===== src/rtl/uma_pkg.sv =====
// Shared types for the unified instruction/data memory arbiter.
package uma_pkg;

  typedef enum logic [1:0] {
    UmaIdle,
    UmaBusyI,
    UmaBusyD,
    UmaResp
  } uma_state_e;

  typedef enum logic {
    UmaPortI,
    UmaPortD
  } uma_port_e;

  localparam uma_port_e UMA_RESET_LAST = UmaPortI;

endpackage


===== src/rtl/unified_mem_arbiter.sv =====
// Fetch/data arbiter onto one single-ported memory with req/ack handshake.
// Define UMA_FAST_RESP_EN to drop the RESP state and pass ack/rdata through.
module unified_mem_arbiter
  import uma_pkg::*;
#(
  parameter int ADDR_W = 32,
  parameter int DATA_W = 32
) (
  input  logic              clk,
  input  logic              reset,
  input  logic              if_req,
  input  logic [ADDR_W-1:0] if_addr,
  output logic [DATA_W-1:0] if_rdata,
  output logic              if_valid,
  input  logic              d_req,
  input  logic              d_we,
  input  logic [ADDR_W-1:0] d_addr,
  input  logic [DATA_W-1:0] d_wdata,
  output logic [DATA_W-1:0] d_rdata,
  output logic              d_valid,
  output logic              mem_req,
  output logic              mem_we,
  output logic [ADDR_W-1:0] mem_addr,
  output logic [DATA_W-1:0] mem_wdata,
  input  logic              mem_ack,
  input  logic [DATA_W-1:0] mem_rdata,
  output logic              stall_if,
  output logic              stall_d
);

  uma_state_e        state_q, state_d;
  uma_port_e         last_q, last_d;
  logic              mem_req_q, mem_req_d;
  logic              mem_we_q, mem_we_d;
  logic [ADDR_W-1:0] mem_addr_q, mem_addr_d;
  logic [DATA_W-1:0] mem_wdata_q, mem_wdata_d;
  logic [DATA_W-1:0] if_rdata_q, if_rdata_d;
  logic [DATA_W-1:0] d_rdata_q, d_rdata_d;
  logic              sel_data;

  // Data wins when alone, or under contention when fetch was served last.
  assign sel_data = d_req & (~if_req | (last_q == UmaPortI));

  always_comb begin
    state_d     = state_q;
    last_d      = last_q;
    mem_req_d   = mem_req_q;
    mem_we_d    = mem_we_q;
    mem_addr_d  = mem_addr_q;
    mem_wdata_d = mem_wdata_q;
    if_rdata_d  = if_rdata_q;
    d_rdata_d   = d_rdata_q;
    unique case (state_q)
      UmaIdle: begin
        if (if_req | d_req) begin
          mem_req_d = 1'b1;
          if (sel_data) begin
            state_d     = UmaBusyD;
            mem_we_d    = d_we;
            mem_addr_d  = d_addr;
            mem_wdata_d = d_wdata;
          end else begin
            state_d     = UmaBusyI;
            mem_we_d    = 1'b0;
            mem_addr_d  = if_addr;
            mem_wdata_d = '0;
          end
        end
      end
      UmaBusyI: begin
        if (mem_ack) begin
          mem_req_d  = 1'b0;
          last_d     = UmaPortI;
          if_rdata_d = mem_rdata;
`ifdef UMA_FAST_RESP_EN
          state_d    = UmaIdle;
`else
          state_d    = UmaResp;
`endif
        end
      end
      UmaBusyD: begin
        if (mem_ack) begin
          mem_req_d = 1'b0;
          last_d    = UmaPortD;
          d_rdata_d = mem_rdata;
`ifdef UMA_FAST_RESP_EN
          state_d   = UmaIdle;
`else
          state_d   = UmaResp;
`endif
        end
      end
      UmaResp: state_d = UmaIdle;
      default: state_d = UmaIdle;
    endcase
  end

  always_ff @(posedge clk or posedge reset) begin
    if (reset) begin
      state_q     <= UmaIdle;
      last_q      <= UMA_RESET_LAST;
      mem_req_q   <= 1'b0;
      mem_we_q    <= 1'b0;
      mem_addr_q  <= '0;
      mem_wdata_q <= '0;
      if_rdata_q  <= '0;
      d_rdata_q   <= '0;
    end else begin
      state_q     <= state_d;
      last_q      <= last_d;
      mem_req_q   <= mem_req_d;
      mem_we_q    <= mem_we_d;
      mem_addr_q  <= mem_addr_d;
      mem_wdata_q <= mem_wdata_d;
      if_rdata_q  <= if_rdata_d;
      d_rdata_q   <= d_rdata_d;
    end
  end

  assign mem_req   = mem_req_q;
  assign mem_we    = mem_we_q;
  assign mem_addr  = mem_addr_q;
  assign mem_wdata = mem_wdata_q;

`ifdef UMA_FAST_RESP_EN
  assign if_valid = (state_q == UmaBusyI) & mem_ack;
  assign d_valid  = (state_q == UmaBusyD) & mem_ack;
  assign if_rdata = if_valid ? mem_rdata : if_rdata_q;
  assign d_rdata  = d_valid ? mem_rdata : d_rdata_q;
`else
  // In RESP, last_q already names the port just served.
  assign if_valid = (state_q == UmaResp) & (last_q == UmaPortI);
  assign d_valid  = (state_q == UmaResp) & (last_q == UmaPortD);
  assign if_rdata = if_rdata_q;
  assign d_rdata  = d_rdata_q;
`endif

  assign stall_if = if_req & ~if_valid;
  assign stall_d  = d_req & ~d_valid;

endmodule


===== config.mk =====
export PLATFORM = sky130hd
export DESIGN_NAME = unified_mem_arbiter
export DESIGN_NICKNAME = d
export VERILOG_FILES = /design/src/rtl/uma_pkg.sv /design/src/rtl/unified_mem_arbiter.sv
export SDC_FILE = /design/constraint.sdc
export NUM_CORES = 1
export LEC_CHECK = 0
export BUFFER_PORTS_ARGS = -buffer_cell sky130_fd_sc_hd__buf_2
export CORE_ASPECT_RATIO = 0.9
export CORE_UTILIZATION = 42
export CTS_BUF_LIST = sky130_fd_sc_hd__clkbuf_4
export DETAILED_ROUTE_END_ITERATION = 6
export GPL_ROUTABILITY_DRIVEN = 0
export HOLD_SLACK_MARGIN = 0.03
export PLACE_DENSITY = 0.83
export SLEW_MARGIN = 20
export SYNTH_ARGS = -nofsm -noshare
export SYNTH_HDL_FRONTEND = slang
export SYNTH_SLANG_ARGS = --single-unit

===== constraint.sdc =====
create_clock -name clk -period 3.7 [get_ports clk]
set_input_delay 0 -clock clk [delete_from_list [all_inputs] [get_ports clk]]
set_output_delay 0 -clock clk [all_outputs]
set_load 0.01 [all_outputs]

==> impl_summary.md, run 1 <==
Finish
The share of cells above drive strength 1 is 44.7%. After routing the design area is 8460 sq um. The synthesis-to-finish area growth is 61.0%. The filler-free cell count of the finished design is 998.

The repair_antennas step left the layout with diodes totalling 0. The most common cell after layout, fill and taps aside is buf_2. In the layout the commonest cells are buf_2, dlygate4sd3_1, dfrtp_1, a21oi_1, mux2_2. In the final design database the tool counted 966 nets.

CTS
Counting every sink on the clock net gives 133. The total number of H-tree levels is 4. The longest clock path from root to sink contains 2 buffers. Buffers inserted during clock tree synthesis total 17. The number of gates given a new drive strength after cts is 0. In this run, post-CTS hold repair placed 146 buffers. After clock tree synthesis, the clock-pin slew on the worst setup and hold paths is 0.12 ns. The clock latency on the worst-skew pair is 0.54 ns.

The CTS tree is yes. The cell chosen for the clock root is clkbuf_4. The post-CTS setup buffer count is 0.

Drt
Dividing the detail-routed wire length by the instance count gives 17.8 um. For this block, the initial DRC count from the detailed router was 337. The first-pass iteration count of the detailed router is 7. In this run the remaining antenna-violating nets after routing total 0. The final wirelength is 17800 um. Summing over every cut layer, the via total after detailed routing is 5136.

The detailed-route DRC error count is 0. Using the TritonRoute via totals, the vias-per-cell ratio works out to 5.15.

Place
After detailed placement, the total cell area comes to 6730 sq um. OpenSTA, run right after detailed placement, puts the worst setup slack at 1.62 ns. Once placement completed, the tool counted placed cells totaling 822. Buffers placed on the I/O ports in this run total 267. The wire-length estimate of the detail-placed layout is 10300 um.

Worst setup path
By instance count, the cell type seen most on the critical path is a21oi_1. The capturing element type of the critical path is a register. The largest single stage delay on the critical path is 0.59 ns. The category of the most critical setup path is reg2reg. The required time of the critical path is 4.17 ns. On the critical path the largest part of the delay comes from buffers and inverters. The nature of the critical path startpoint is a register. The cell type of the slowest stage on the worst timing path is dlygate4sd3_1.

The worst-case register-to-register setup slack is 1.16 ns. Traced cell by cell, the critical path runs through inv_1, ha_1, o21ai_4, buf_4, a21oi_1, a21oi_1, dlygate4sd3_1. The arrival time of the worst setup path is 3.01 ns.

In this run the worst path has a maximum fanout of 52. Together, buffers and inverters on the worst path number 3.

Synth
The netlist uses 20 different library cells. The portion of synthesized area spent on multiplexers is 14.3%. After synthesis the cells add up to 5250 sq um. The basic-gate share of the synthesized area counting and, or, nand and nor cells is 5.72%. Of the total synthesized cell area, the portion taken by XOR and XNOR cells is 0%. The total of warnings raised by yosys is 0.

The fraction of the yosys area taken by sequential cells is 63.4%. The synthesized flop and latch total is 133. The post-synthesis area per instance is 12.7 sq um. Counting every net in the synthesized netlist gives 554. The adder and majority gate portion of the synthesized area is 1.19%. The synthesized netlist devotes 12.9% of its cell area to compound gates.

By area, the combinational part of the netlist is dominated by multiplexers. Synthesis produced a netlist whose cell count is 415.

Job
Max-cap violations in this run came to 0.

Floorplanning
The floorplan step defined a die boundary enclosing 13000 sq um. Measured along the x axis, the die boundary spans 120 um. The initial core utilization is 43.3%.

Pin placement for this block handled 268 I/O pins. The initialized floorplan defines 38 standard-cell rows. The total area inside the core boundary comes to 12100 sq um. From bottom edge to top edge, the die measures 108 um.

Global route
The largest net degree at the start of global routing is 57. The via count of the first global-routing pass was 5544. Across every metal layer, demand over resource in global routing totals 27.8%.

The global-route wire length before repair is 27200 um. The total overflow left after global routing is 0. The initial antenna violation count is 0.

STA
The worst slew margin relative to its limit is 54.5%. The worst path meets setup with 1.16 ns of slack. Summed over all failing endpoints, the final setup total negative slack is 0 ns.

The final-report max-slew violation count was 0. The routed design could run at a clock period as short as 2.54 ns. The count of endpoints failing hold in the final timing report is 0. The setup skew after layout is 0.0191 ns.

The achievable clock frequency is 394 MHz. The count of final setup violators is 0. The final worst hold slack is 0.140 ns. The transition time at the pin with the least slew margin is 0.683 ns. The ratio of final minimum period to clock period is 68.6%. Setup repair after global routing left no endpoint under its margin.

Worst hold path
The class of the tightest hold or removal check is in2async.

Run status
The run finished with clean final reports.

Pwr
The analysis attributes to cell leakage a power of 4.22 nW. VDD sags by at most 0.594 mV. In this run the power density over the cells is 806 nW/um^2.
final cells by class:
class,instances,area (sq um)
multi-input combinational,253,1800
fill,793,3670
tap,160,200
timing repair buffer,419,2840
sequential,133,3330
clock inverter,12,133
inverter,3,13.8
clock buffer,18,135
where the power goes:
part / internal, mW / switching, mW
registers: 2.18 / 0.435
clock network: 0.401 / 0.548
logic: 1.70 / 1.55
total: 4.28 / 2.54
sequential cells by signal, summed over array words and instances, names as in the netlist:
name       count
mem_req        1
mem_wdata     32
mem_we         1
last_q         1
d_rdata       32
state_q        2
mem_addr      32
if_rdata      32
synthesized netlist by cell type, drive strengths merged:
master | instances | area (sq um)
dfrtp | 133 | 3330
a21oi | 67 | 335
mux2 | 65 | 732
nand2 | 36 | 135
nor2 | 34 | 128
a22o | 33 | 289
buf | 18 | 92.6
clkbuf | 8 | 30.0
ha | 5 | 62.6
nor2b | 4 | 25.0
inv | 3 | 11.3
and2 | 2 | 12.5
mux2i | 2 | 20.0
a21bo | 1 | 10.0
a21boi | 1 | 18.8
o21a | 1 | 7.51
o21ai | 1 | 5.00
o21ba | 1 | 10.0
stage by stage:
step                      power (mW)  utilization, %
after global routing            7.21            69.8
final                           6.82            69.8
after global placement          5.08            55.5
after detailed placement        5.23            55.5
after CTS                       6.70            69.7
after floorplan                 4.10               -
cells by family (layout without fill, tap and decap cells):
logic type      after synthesis  in the layout
compound gates              105            105
flops                       133            133
buf+inv                      29            452
fa+ha+maj                     5              5
simple gates                 76             76
mux                          67             67
path summary, 6_finish.rpt:
check | start | to | cells past startpoint
worst max-delay path | state_q[0] | mem_addr[23] | 7
max in group asynchronous | reset | if_rdata[6] | 4
worst min-delay path | reset | mem_wdata[25] | 3
worst max register to register | state_q[0] | mem_addr[23] | 7
worst min register to register | d_rdata[8] | d_rdata[8] | 1
min in group clk | d_wdata[4] | mem_wdata[4] | 3
metal layers:
| layer | wire [um] | vias up | track usage [%] | share of wire, % |
|---|---|---|---|---|
| met4 | 761 | 0 | 16.0 | 4.3 |
| met5 | 0 | - | 0 | 0 |
| met2 | 9310 | 302 | 50.3 | 52 |
| met1 | 6390 | 2486 | 28.2 | 36 |
| li1 | - | 2278 | - | - |
| met3 | 1340 | 70 | 9.23 | 7.5 |
tightest hold or removal path: stages:
cell           delay (ns)
dlygate4sd3_1        0.55
buf_2                0.14
inv_4                0.49
No activity file was read; power rests on OpenSTA's default activity.
==> run 2, diff against run 1 <==
--- a/config.mk
+++ b/config.mk
@@ -7,12 +7,12 @@
 export LEC_CHECK = 0
 export BUFFER_PORTS_ARGS = -buffer_cell sky130_fd_sc_hd__buf_2
 export CORE_ASPECT_RATIO = 0.9
-export CORE_UTILIZATION = 42
+export CORE_UTILIZATION = 47
 export CTS_BUF_LIST = sky130_fd_sc_hd__clkbuf_4
 export DETAILED_ROUTE_END_ITERATION = 6
 export GPL_ROUTABILITY_DRIVEN = 0
 export HOLD_SLACK_MARGIN = 0.03
-export PLACE_DENSITY = 0.83
+export PLACE_DENSITY = 0.87
 export SLEW_MARGIN = 20
 export SYNTH_ARGS = -nofsm -noshare
 export SYNTH_HDL_FRONTEND = slang
==> constraint.sdc (replaced) <==
create_clock -name clk -period 2.4 [get_ports clk]
set_input_delay 0 -clock clk [delete_from_list [all_inputs] [get_ports clk]]
set_output_delay 0 -clock clk [all_outputs]
set_load 0.01 [all_outputs]
==> run 2 against run 1 <==
  * First-iteration DRC count rose by 29%
  * Total power rose by 47%
  * Count of clock-buffer cells in the layout rose by 2
  * Sequential power rose by 54%
  * Critical path type unchanged
  * Highest routed layer unchanged
==> impl_summary.md, run 2 (synthesis results as in run 1) <==
Run status
The run finished with clean final reports.

Global route
The global router's overall resource usage is 32.3%. Global routing finished with a remaining overflow of 0. Entering global routing, the biggest net connects 68 pins. The via count of the first global-routing pass is 5434. The initial antenna violation count is 1.

The global-route wire length before repair is 27800 um.

Drt
After detailed routing, the average wire length per cell comes to 18.8 um. The final layout contains routed wiring with a total length of 18500 um. For this run, design rule violations remaining after detail routing come to 0.

The total via count after detailed routing is 5216. The detailed router finished its first iteration with 435 violations. After detailed routing, the number of vias per cell comes to 5.30. The first TritonRoute pass finished after 7 iterations. Once detail routing completed, the nets flagged for antenna violations numbered 0.

Floorplanning
The die is 102 um tall. The area enclosed by the die boundary is 11600 sq um. 268 I/O pins were placed. The width of the die is 113 um. The initialized floorplan defines 36 standard-cell rows. The initial core utilization is 48.4%. The total area inside the core boundary comes to 10900 sq um.

Worst setup path
At the worst endpoint, the arrival time is 2.57 ns. The peak fanout along the critical path is 35. STA classifies the critical path endpoint as a register.

The required time of the critical path is 2.84 ns. By startpoint and endpoint, the worst setup path is classified as reg2reg. STA classifies the critical path startpoint as a register.

Finish
The footprint of the multi-input gates is 1800 sq um. Once layout is complete, the utilization of the core stands at 77.2%. The share of cells above drive strength 1 is 45.1%. The layout filler cell count is 625.

The count of nets after finishing is 958. In the layout the commonest cells are buf_2, dlygate4sd3_1, dfrtp_1, a21oi_1, mux2_2. The footprint of the flip-flops and latches is 3330 sq um. The synthesis-to-finish area growth is 59.5%. The most common cell after layout, fill and taps aside is buf_2.

CTS
The maximum number of buffers from clock root to sink is 2. TritonCTS built the clock tree. The clock net in this run drives a total of 133 sinks. Clock-pin slew was measured on the worst setup and hold paths at 0.13 ns. The H-tree was split into 4 levels.

The number of gates given a new drive strength after cts is 0. Clock tree synthesis inserted a total of 17 buffers. The clock latency on the worst-skew pair is 0.56 ns. The cell chosen for the clock root is clkbuf_4.

Pwr
The largest voltage drop on the vdd net is 0.748 mV. The share of power burned in combinational logic is 44.4%. The total power is 10.0 mW. The power per standard cell area is 1200 nW/um^2. The proportion of power drawn by the clock network is 15.5%.

In this run the power spent charging and discharging nets is 3.83 mW. Internal power comes to 6.19 mW. The fraction of power spent switching nets is 38.2%. The leakage power summed over all cells is 4.20 nW. The share of total power dissipated in sequential elements is 40.1%.

STA
The clock period could shrink to 2.13 ns. The count of endpoints failing hold in the final timing report came to 0. The ratio of final minimum period to clock period is 88.6%. Setup total negative slack on the finished layout was measured at 0 ns.

Setup repair after global routing left no endpoint under its margin. The achievable clock frequency is 470 MHz. The final-report max-slew violation count is 0.

The tightest hold path in the finished design has a slack of 0.192 ns. The worst pin sits at a relative slew slack of 40.9%. The transition time at the pin with the least slew margin is 0.884 ns.

The setup skew after layout is 0.0263 ns. The count of final setup violators is 0.

Job
The max-cap violation count is 0.

Place
Once detailed placement completed, the half-perimeter wirelength came to 10100 um. The count of buffers inserted at the top-level ports is 267.

Worst hold path
The class of the tightest hold or removal check is in2reg.
==> run 2: cell count changes in the layout (fill, tap and decap cells not counted), sizes merged <==
cell         previous run  this run
buf                   273       277
clkinv                  6         8
clkinvlp                3         2
inv                     4         2
bufinv                  2         3
clkbuf                 18        20
diode                   0         1
dlygate4sd3           146       134
==> run 2: metrics by stage <==
step                area (sq um)  instances  worst slack, ns
floorplan                   5260        415            0.749
global placement            6750        818            0.641
detailed placement          6750        818            0.499
CTS                         8370        984            0.479
global route                8380        985            0.179
finish                      8380        985            0.273
==> run 2: path summary, 6_finish.rpt <==
path	cells past startpoint	endpoint	slack [ns]	startpoint
max in group asynchronous	4	mem_addr[10]	1.55	reset
worst min-delay path	3	mem_wdata[20]	0.19	d_wdata[20]
worst max register to register	6	mem_addr[21]	0.27	state_q[0]
worst min register to register	1	if_rdata[11]	0.51	if_rdata[11]
min in group asynchronous	4	d_rdata[24]	0.27	reset
worst max-delay path	6	mem_addr[21]	0.27	state_q[0]
==> run 2: what timing repair did <==
action / CTS / global route
hold buffers: 134 / 0
endpoints found under the hold margin: 265 / 0
setup buffers: 0 / 0
==> run 2: area by class of cell <==
| class | count | area share [%] |
|---|---|---|
| repair buffers | 411 | 32.9 |
| inverters | 3 | 0.179 |
| clock buffers | 20 | 1.79 |
| well taps | 152 | 2.27 |
| diodes | 1 | 0.0299 |
| flip-flops and latches | 133 | 39.7 |
| clock inverters | 12 | 1.63 |
| multi-input cells | 253 | 21.5 |
==> run 2: power by group through the flow <==
stage | Combinational, mW | Sequential [mW] | Clock (mW)
after global placement | 3.95 | 3.90 | 0
after floorplan | 1.87 | 4.46 | 0
after CTS | 4.30 | 3.96 | 1.57
after detailed placement | 4.11 | 3.99 | 0
after global routing | 4.78 | 4.13 | 1.69
final | 4.45 | 4.02 | 1.55
==> run 2: worst max-delay path, cell delays in order (launching register included) <==
cell,delay [ns]
dfrtp_1,0.42
inv_1,0.11
ha_1,0.28
o21ai_4,0.35
buf_4,0.47
a21oi_1,0.11
a21oi_1,0.29
==> run 2: metal layers <==
metal	wire length (um)	vias to the layer above	share of wire [%]	track usage [%]
li1	-	2264	-	-
met1	6630	2544	36	33.8
met2	9460	329	51	56.3
met3	1520	79	8.2	10.3
met4	880	0	4.8	22.4
met5	0	-	0	0
